### config.mk
export PLATFORM = sky130hd
export DESIGN_NAME = div_unit_flat
export DESIGN_NICKNAME = d
export VERILOG_FILES = /design/src/rtl/cpu_pkg.sv /design/src/rtl/div_unit_if.sv /design/src/rtl/div_step.sv /design/src/rtl/div_unit.sv /design/src/flat_wrapper.sv
export SDC_FILE = /design/constraint.sdc
export NUM_CORES = 1
export LEC_CHECK = 0
export ABC_AREA = 1
export CAP_MARGIN = 20
export CORE_ASPECT_RATIO = 1.1
export CORE_UTILIZATION = 45
export DETAILED_ROUTE_END_ITERATION = 7
export DONT_BUFFER_PORTS = 1
export PLACE_DENSITY = 0.68
export SKIP_LAST_GASP = 1
export SLEW_MARGIN = 25
export SYNTH_ARGS = -nofsm -noshare
export SYNTH_HDL_FRONTEND = slang
export SYNTH_SLANG_ARGS = --single-unit
### constraint.sdc
create_clock -name clk -period 1.9 [get_ports clk]
set_input_delay 0.285 -clock clk [delete_from_list [all_inputs] [get_ports clk]]
set_output_delay 0.285 -clock clk [all_outputs]
set_load 0.05 [all_outputs]
### src/rtl/cpu_pkg.sv
// Shared CPU definitions used by the sequential divider.
// Latency: none (types, constants and a combinational helper only).
// Backpressure: not applicable.
//
// Contents: div_state_t (IDLE/RUN/SIGN), DIV_ITERS, DIV_CNT_W,
// condNeg() for the two's-complement magnitude and sign-fix steps.
package cpu_pkg;

    typedef enum logic [1:0] {
        IDLE = 2'd0,
        RUN  = 2'd1,
        SIGN = 2'd2
    } div_state_t;

    localparam int DIV_ITERS = 32;
    localparam int DIV_CNT_W = 5;

    // Two's-complement negate when neg is set. Wraps, so the magnitude of
    // 0x80000000 stays 0x80000000, which the datapath treats as unsigned.
    function automatic logic [31:0] condNeg(input logic [31:0] v, input logic neg);
        return neg ? (~v + 32'd1) : v;
    endfunction

endpackage

### src/rtl/div_unit_if.sv
// Start/done handshake bundle between the control FSM and the divider.
// Latency: wires only.
// Backpressure: none; the divider ignores start while busy.
//
// Signals: start, a, b (control -> divider); lo, hi, busy, done,
// div_zero (divider -> control). With DIV_DIVU_EN defined, is_unsigned is
// added in the control -> divider direction.
interface div_unit_if #(parameter int DATA_W = 32);

    logic              start;
    logic [DATA_W-1:0] a;
    logic [DATA_W-1:0] b;
    logic [DATA_W-1:0] lo;
    logic [DATA_W-1:0] hi;
    logic              busy;
    logic              done;
    logic              div_zero;
`ifdef DIV_DIVU_EN
    logic              is_unsigned;

    modport master (
        output start, a, b, is_unsigned,
        input  lo, hi, busy, done, div_zero
    );

    modport slave (
        input  start, a, b, is_unsigned,
        output lo, hi, busy, done, div_zero
    );
`else
    modport master (
        output start, a, b,
        input  lo, hi, busy, done, div_zero
    );

    modport slave (
        input  start, a, b,
        output lo, hi, busy, done, div_zero
    );
`endif

endinterface

### src/rtl/div_step.sv
// One restoring-division iteration: shift in the next dividend bit, trial subtract.
// Latency: combinational.
// Backpressure: not applicable.
//
// Inputs: rem (partial remainder), dvdMsb (next dividend bit), divisor.
// Outputs: remNext (updated partial remainder), qBit (quotient bit).
module div_step #(
    parameter int DATA_W = 32
) (
    input  logic [DATA_W-1:0] rem,
    input  logic              dvdMsb,
    input  logic [DATA_W-1:0] divisor,
    output logic [DATA_W-1:0] remNext,
    output logic              qBit
);

    logic [DATA_W:0]   shifted;
    logic [DATA_W-1:0] trial;

    // The shifted remainder needs one extra bit: rem < divisor, so
    // shifted < 2*divisor, which can exceed 32 bits for large divisors.
    assign shifted = {rem, dvdMsb};

    // Subtraction succeeds when shifted >= divisor; the wide compare stands in
    // for the borrow of the trial subtraction.
    assign qBit  = (shifted >= {1'b0, divisor});

    // On success the true difference is below divisor, so the low word is exact.
    assign trial   = shifted[DATA_W-1:0] - divisor;
    assign remNext = qBit ? trial : shifted[DATA_W-1:0];

endmodule

### src/rtl/div_unit.sv
// Sequential 32-bit divider (div, optionally divu): quotient to lo, remainder to hi.
// Latency: done pulses 34 cycles after the accept edge; div_zero pulses 1 cycle after.
// Backpressure: start is only sampled in IDLE; requests while busy are dropped.
//
// Ports: clk, reset (async, active-low), bus (div_unit_if.slave:
// start/a/b in, lo/hi/busy/done/div_zero out).
// Optional feature macro: DIV_DIVU_EN adds bus.is_unsigned (divu semantics).
module div_unit
    import cpu_pkg::*;
#(
    parameter int DATA_W = 32   // only 32 is supported
) (
    input  logic     clk,
    input  logic     reset,
    div_unit_if.slave bus
);

    div_state_t           state;
    div_state_t           nextState;
    logic [DIV_CNT_W-1:0] count;

    logic [DATA_W-1:0] dvdReg;      // dividend magnitude, becomes the quotient
    logic [DATA_W-1:0] remReg;
    logic [DATA_W-1:0] divisorReg;
    logic              qNeg;
    logic              rNeg;
    logic [DATA_W-1:0] loReg;
    logic [DATA_W-1:0] hiReg;
    logic              busyReg;
    logic              doneReg;
    logic              divZeroReg;

    logic              accept;
    logic              zeroReq;
    logic              signedOp;
    logic              aNeg;
    logic              bNeg;
    logic [DATA_W-1:0] stepRem;
    logic              stepQBit;

`ifdef DIV_DIVU_EN
    assign signedOp = ~bus.is_unsigned;
`else
    assign signedOp = 1'b1;
`endif

    // For divu both sign flags stay clear, which bypasses abs and sign-fix.
    assign aNeg = signedOp & bus.a[DATA_W-1];
    assign bNeg = signedOp & bus.b[DATA_W-1];

    div_step #(
        .DATA_W (DATA_W)
    ) u_step (
        .rem     (remReg),
        .dvdMsb  (dvdReg[DATA_W-1]),
        .divisor (divisorReg),
        .remNext (stepRem),
        .qBit    (stepQBit)
    );

    // ---------------- control FSM ----------------
    always_ff @(posedge clk or negedge reset) begin
        if (!reset) begin
            state <= IDLE;
        end else begin
            state <= nextState;
        end
    end

    always_comb begin
        nextState = state;
        accept    = 1'b0;
        zeroReq   = 1'b0;
        case (state)
            IDLE: begin
                if (bus.start) begin
                    if (bus.b == '0) begin
                        zeroReq = 1'b1;
                    end else begin
                        accept    = 1'b1;
                        nextState = RUN;
                    end
                end
            end
            RUN: begin
                if (count == DIV_CNT_W'(DIV_ITERS - 1)) begin
                    nextState = SIGN;
                end
            end
            SIGN: begin
                nextState = IDLE;
            end
            default: begin
                nextState = IDLE;
            end
        endcase
    end

    // ---------------- datapath ----------------
    always_ff @(posedge clk or negedge reset) begin
        if (!reset) begin
            count      <= '0;
            dvdReg     <= '0;
            remReg     <= '0;
            divisorReg <= '0;
            qNeg       <= 1'b0;
            rNeg       <= 1'b0;
            loReg      <= '0;
            hiReg      <= '0;
            busyReg    <= 1'b0;
            doneReg    <= 1'b0;
            divZeroReg <= 1'b0;
        end else begin
            doneReg    <= 1'b0;
            divZeroReg <= zeroReq;
            case (state)
                IDLE: begin
                    if (accept) begin
                        dvdReg     <= condNeg(bus.a, aNeg);
                        divisorReg <= condNeg(bus.b, bNeg);
                        remReg     <= '0;
                        count      <= '0;
                        qNeg       <= aNeg ^ bNeg;
                        rNeg       <= aNeg;
                        busyReg    <= 1'b1;
                    end
                end
                RUN: begin
                    // Dividend bits leave at the top while quotient bits
                    // enter at the bottom of the same register.
                    dvdReg <= {dvdReg[DATA_W-2:0], stepQBit};
                    remReg <= stepRem;
                    count  <= count + DIV_CNT_W'(1);
                end
                SIGN: begin
                    loReg   <= condNeg(dvdReg, qNeg);
                    hiReg   <= condNeg(remReg, rNeg);
                    doneReg <= 1'b1;
                    busyReg <= 1'b0;
                end
                default: begin
                    busyReg <= 1'b0;
                end
            endcase
        end
    end

    assign bus.lo       = loReg;
    assign bus.hi       = hiReg;
    assign bus.busy     = busyReg;
    assign bus.done     = doneReg;
    assign bus.div_zero = divZeroReg;

endmodule

### src/flat_wrapper.sv
// flat-port wrapper written by rule: the top's interface ports become plain ports
module div_unit_flat import cpu_pkg::*;
#(
    parameter int DATA_W = 32                          
)
  (clk, reset, bus_start, bus_a, bus_b, bus_lo, bus_hi, bus_busy, bus_done, bus_div_zero);
  div_unit_if #(.DATA_W(DATA_W)) bus_i ();
  input  logic clk;
  input  logic reset;
  input wire logic [$bits(bus_i.start)-1:0] bus_start;
  input wire logic [$bits(bus_i.a)-1:0] bus_a;
  input wire logic [$bits(bus_i.b)-1:0] bus_b;
  output wire logic [$bits(bus_i.lo)-1:0] bus_lo;
  output wire logic [$bits(bus_i.hi)-1:0] bus_hi;
  output wire logic [$bits(bus_i.busy)-1:0] bus_busy;
  output wire logic [$bits(bus_i.done)-1:0] bus_done;
  output wire logic [$bits(bus_i.div_zero)-1:0] bus_div_zero;
  assign bus_i.start = bus_start;
  assign bus_i.a = bus_a;
  assign bus_i.b = bus_b;
  assign bus_lo = bus_i.lo;
  assign bus_hi = bus_i.hi;
  assign bus_busy = bus_i.busy;
  assign bus_done = bus_i.done;
  assign bus_div_zero = bus_i.div_zero;
  div_unit #(.DATA_W(DATA_W)) u_core (.clk(clk), .reset(reset), .bus(bus_i));
endmodule
# Yosys cells after proc, flatten, opt, wreduce, memory -nomap -nowiden
# Cells that the tools add are included.
# totals
regBits,172
input_bits,67
out_inout_bits,67
word_cells,63
# op_classes
n_addsub,6
order_cmp,1
n_eq_ne,7
mux,24
bitwise,6
n_reduce_logical,7
# op_table
cell,count
$mux 32,7
$add 32x1->32 const B,4
$not 32->32,4
$pmux 32 s2,2
$ge 33x32->1,1
$logic_not 32->1,1
$sub 32x32->32,1
$pmux 5 s2,1
$mux 1,8
$mux 2,3
$reduce_and 2->1,3
$add 5x1->5 const B,1
$eq 5x5->1 const B,1
$mux 5,1
$ne 2x1->1 const B,2
$ne 2x2->1 const B,2
$pmux 2 s2,1
$reduce_and 3->1,1
$eq 2x1->1 const B,1
$eq 2x2->1 const B,1
$logic_not 2->1,1
$pmux 1 s2,1
$reduce_bool 2->1,1
$not 1->1,1
$xor 1x1->1,1

# Logic depth before layout (Yosys ltp)
# depth
ltp_word,6
ltp_mapped,16
mapped_depth_nobuf,16

# Hierarchy
# A second synthesis with hierarchy kept.
# hier_totals
hier_cells,2129
hier_area_um2,13479.2
# by_module_without_submodules
module,instances,cells_each,area_each_um2,seq_area_each_um2
div_unit,1,1479,10292.4,4304.1
div_step,1,650,3186.8,0.0

# Least setup slack after synthesis
# No wires, ideal clock.
# synth_timing
path_type,register to register
from,register u_core.remReg[26]
to,register u_core.remReg[14]
arrival_time_ns,1.839
setup_slack_ns,-0.057
stages_incl_launch_ff,13
n_path_buf,1
synth_period_minus_slack_ns,1.957
cell_sequence,dfrtp_1 > ha_1 > nand2_1 > inv_1 > nand2_1 > nand2_1 > a21oi_1 > nand2_1 > a21oi_4 > buf_2 > nand3_1 > nand3_1 > nand2_1
# synth_between
elab_chain_cells,3
# synth_rtl
item,line_no,source
start: declaration,div_unit.sv:23,logic [DATA_W-1:0] remReg;
start signal: assignment,div_unit.sv:132,remReg <= stepRem;
$ge 33x32->1,div_step.sv:26,"assign qBit = (shifted >= {1'b0, divisor});"
$mux 32,div_step.sv:30,assign remNext = qBit ? trial : shifted[DATA_W-1:0];
$pmux 32 s2,div_unit.sv:116,case (state)
# Every way passes these cells.
# A chain may end at the register's enable or synchronous reset.

# Worst setup path in the final report
# layout_timing
from,register u_core.remReg[15]
to,register u_core.remReg[12]
# Same word-level chain as after synthesis.

==> flow_metrics.tcl <==
set metrics [dict create \
    fin_crit_ns 2.19 \
    netlist_instances 2048 \
    combinationalPowerShare_pct 70.0 \
    worst_setup_path_end_kind "flop" \
    drt-wirelength-per-cell_microns 17.3 \
    synthMuxAreaShare_pct 0 \
    r2r_slack_ns -0.29 \
    crit_chain "ha_4 > nand2_2 > inv_1 > nand2_1 > nand2_1 > inv_1 > nand2_2 > inv_2 > nand2_2 > nand3_4 > nand2_4 > buf_12 > clkbuf_16 > nand2_2 > nand3_2 > nand2_1" \
    m1WireLength_microns 19900 \
    synth_compound_area_share_pct 8.25 \
    clk_pin_slew_ns 0.08 \
    cts.sinks 172 \
    maxCapViolations 0 \
    whs_ns -0.478 \
    path_common_cell "nand2_2" \
    dp_hpwl_microns 34700 \
    drive_gt1_share_pct 26.3 \
    power_mw 39.2 \
    final_util_pct 61.1 \
    hold_class "in2async" \
    hold_viol 172 \
    wl_met3_microns 2720 \
    rr_startpoint "u_core.remReg[15]" \
    ys_ff_latch 172 \
    fillers 2643 \
    drt-initial-drc-count 1260 \
    finalCritPeriodShare_pct 115 \
    power_leakage_nw 8.78 \
    vdd_drop_max_mv 1.21 \
    swShare_pct 50.4 \
    synth_warnings 0 \
    core_sq_mm 0.0287 \
    synth_seq_area_share_pct 32.8 \
    topRoutingLayerUsed "met4" \
    grt_pass1_wl_microns 72500 \
    drv_slew 0 \
    wl_met2_microns 21500 \
    clock.fmax_mhz 457 \
    p_int_mw 19.4 \
    final_cell_mix "nand2_1, inv_1, buf_4, nand3_1, nor2_1" \
    hold_buffers 2 \
    switching_power_mw 19.8 \
    avgSynthCellArea_sq_um 6.41 \
    grt-ovfl-total 0 \
    vias 14400 \
    cts_tree "built" \
    num_rows 65 \
    seqPwrFrac_pct 20.5 \
    start_util_pct 45.8 \
    detailedPlace.worstSlack_ns -0.453 \
    synth-simple-area-share_pct 38.9 \
    rr_worst_depth 16 \
    diodes 0 \
    final_common_cell "nand2_1" \
    slowest_delay_ns 0.45 \
    power_density_mw_per_mm2 2230 \
    place_congestion 0.972 \
    critPathMaxFanout 4 \
    synth_xor_area_share_pct 5.93 \
    first_global_vias 13700 \
    r2r-end "u_core.remReg[12]" \
    syn_to_final_growth_pct 33.6 \
    rsz0062_at_grt "yes" \
    h-tree-depth 4 \
    synth_top_family_by_area "simple AND/OR/NAND/NOR gates" \
    required_ns 2.24 \
    grt_max_degree 173 \
    syn_nets 2154 \
    die_h_microns 181 \
    viasPerCell 5.40 \
    violations "hold timing, setup timing" \
    tightest_slew_ns 0.685 \
    synth.distinct_cells 42 \
    cts_max_path_buffers 2 \
    synthAdderAreaFrac_pct 3.77 \
    final_net_count 2389 \
    startpoint "u_core.remReg[15]" \
    skew_ns 0.0126 \
    worstSetupPathType "reg2reg" \
    start_kind "flop" \
    routed_wl_microns 46200 \
    p_clk_share_pct 9.5 \
    tns_ns -7.32 \
    die_w_microns 165 \
    cpMaxStageDelayCell "dfrtp_2" \
    dpl.cell_count 2593 \
    final_cells 2664 \
    clk_latency_ns 0.45 \
    arrival_ns 2.53 \
    boundaryPins 134 \
    drc 0 \
    status "finished with violations" \
    cts_root_buf "clkbuf_16" \
    synth_area_sq_mm 0.0131 \
    ant_nets 0 \
    fin_area_sq_mm 0.0176 \
    dpl_cell_area_sq_mm 0.0154 \
    finalSetupViolCount 33 \
    fin_ws_ns -0.286 \
    dieArea_sq_mm 0.0299 \
    grt_usage_pct 31.1 \
    port_buffers 0 \
    numCtsBuffers 17 \
    relSlewSlack_pct 54.3 \
    drt_pass1_iterations 7 \
    antenna_found_initial 0 \
]
-- synth_stat cells --
cell        n  area [sq um]
a21o_1      3          22.5
a21oi_1    39           195
a21oi_4     1          16.3
a22oi_1     1          7.51
a31oi_1    11          68.8
and2_1      6          37.5
and3_1      3          18.8
buf_1       2          7.51
buf_2      16          80.1
buf_4       4          30.0
buf_6       3          33.8
clkbuf_1   38           143
clkinv_2    1          5.00
dfrtp_1   172          4300
fa_1        1          20.0
ha_1       38           475
inv_1     268          1010
inv_2      15          56.3
nand2_1   696          2610
nand2_2     2          12.5
nand2_4     2          22.5
nand3_1   206          1030
nand3_2     3          30.0
nand3b_1   14           105
nand4_1    35           219
nor2_1    188           706
nor2_2      7          43.8
nor3_1     24           120
nor3_2      3          30.0
nor3_4      1          16.3
nor4_1      6          37.5
o211ai_1   25           188
o21ai_0   101           505
o21ai_1     7          35.0
o21ai_2     1          8.76
o21bai_1    2          15.0
o22ai_1     1          6.26
o31ai_1     2          15.0
or2_0       2          12.5
or2_2       9          56.3
xnor2_1    21           184
xor2_1     68           596
-- per-layer routing --
| layer | vias to the layer above | track usage, % |
|---|---|---|
| met4 | 0 | 13.1 |
| met1 | 6756 | 40.9 |
| met3 | 119 | 4.91 |
| li1 | 6982 | - |
| met5 | - | 0 |
| met2 | 529 | 50.3 |
-- state kept, by name (all words and copies together) (netlist names) --
| name | cells |
|---|---|
| u_core.bus.hi | 32 |
| u_core.rNeg | 1 |
| u_core.state | 2 |
| u_core.bus.busy | 1 |
| u_core.remReg | 32 |
| u_core.count | 5 |
| u_core.divisorReg | 32 |
| u_core.bus.div_zero | 1 |
| u_core.qNeg | 1 |
| u_core.bus.lo | 32 |
| u_core.bus.done | 1 |
| u_core.dvdReg | 32 |
-- worst max-delay path: cells and delay by family (launching register included) --
kind	cells	cell delay [ns]
flip-flops	1	0.45
buffers and inverters	5	0.45
adder cells (fa/ha/maj)	1	0.31
AND/OR/NAND/NOR	10	0.85
-- power by group through the flow --
stage	sequential, mW	clock (mW)	combinational, mW
floorplan	7.47	0	12.9
global placement	7.81	0	21.7
detailed placement	7.87	0	22.0
CTS	7.95	3.76	24.2
global route	8.13	3.90	29.9
finish	8.02	3.74	27.4
-- worst max-delay path by stage --
stage / endpoint / cells past startpoint
after floorplan: u_core.dvdReg[0] / 14
after global placement: u_core.remReg[26] / 14
after detailed placement: u_core.remReg[26] / 14
after CTS: u_core.remReg[25] / 16
after global routing: u_core.remReg[12] / 16
final: u_core.remReg[12] / 16
-- kinds of logic (layout without fill, tap and decap cells) --
logic type,Yosys count,in the layout
buffers and inverters,347,595
flip-flops,172,172
AND/OR/NAND/NOR,1207,1207
XOR/XNOR,89,89
AO/OA/AOI/OAI,194,194
adder cells (fa/ha/maj),39,39
-- cell type report --
class                           instances  area, sq um  share of cell area (%)
Inverter                              284         1080                    6.14
Multi-Input combinational cell       1529         8660                    49.3
Clock buffer                           17          425                    2.42
Sequential cell                       172         4330                    24.7
Tap cell                              368          460                    2.62
Clock inverter                         15          190                    1.08
Timing Repair Buffer                  279         2420                    13.8
-- timing repair --
item                                   4_1_cts  5_1_grt
pin swaps                                   20       76
setup endpoints to repair                   54       65
gates cloned                                 4        2
endpoints found under the hold margin      174      172
buffers inserted                            18       19
gates resized for setup                    124      180
Power figures use the tool's default switching activity.
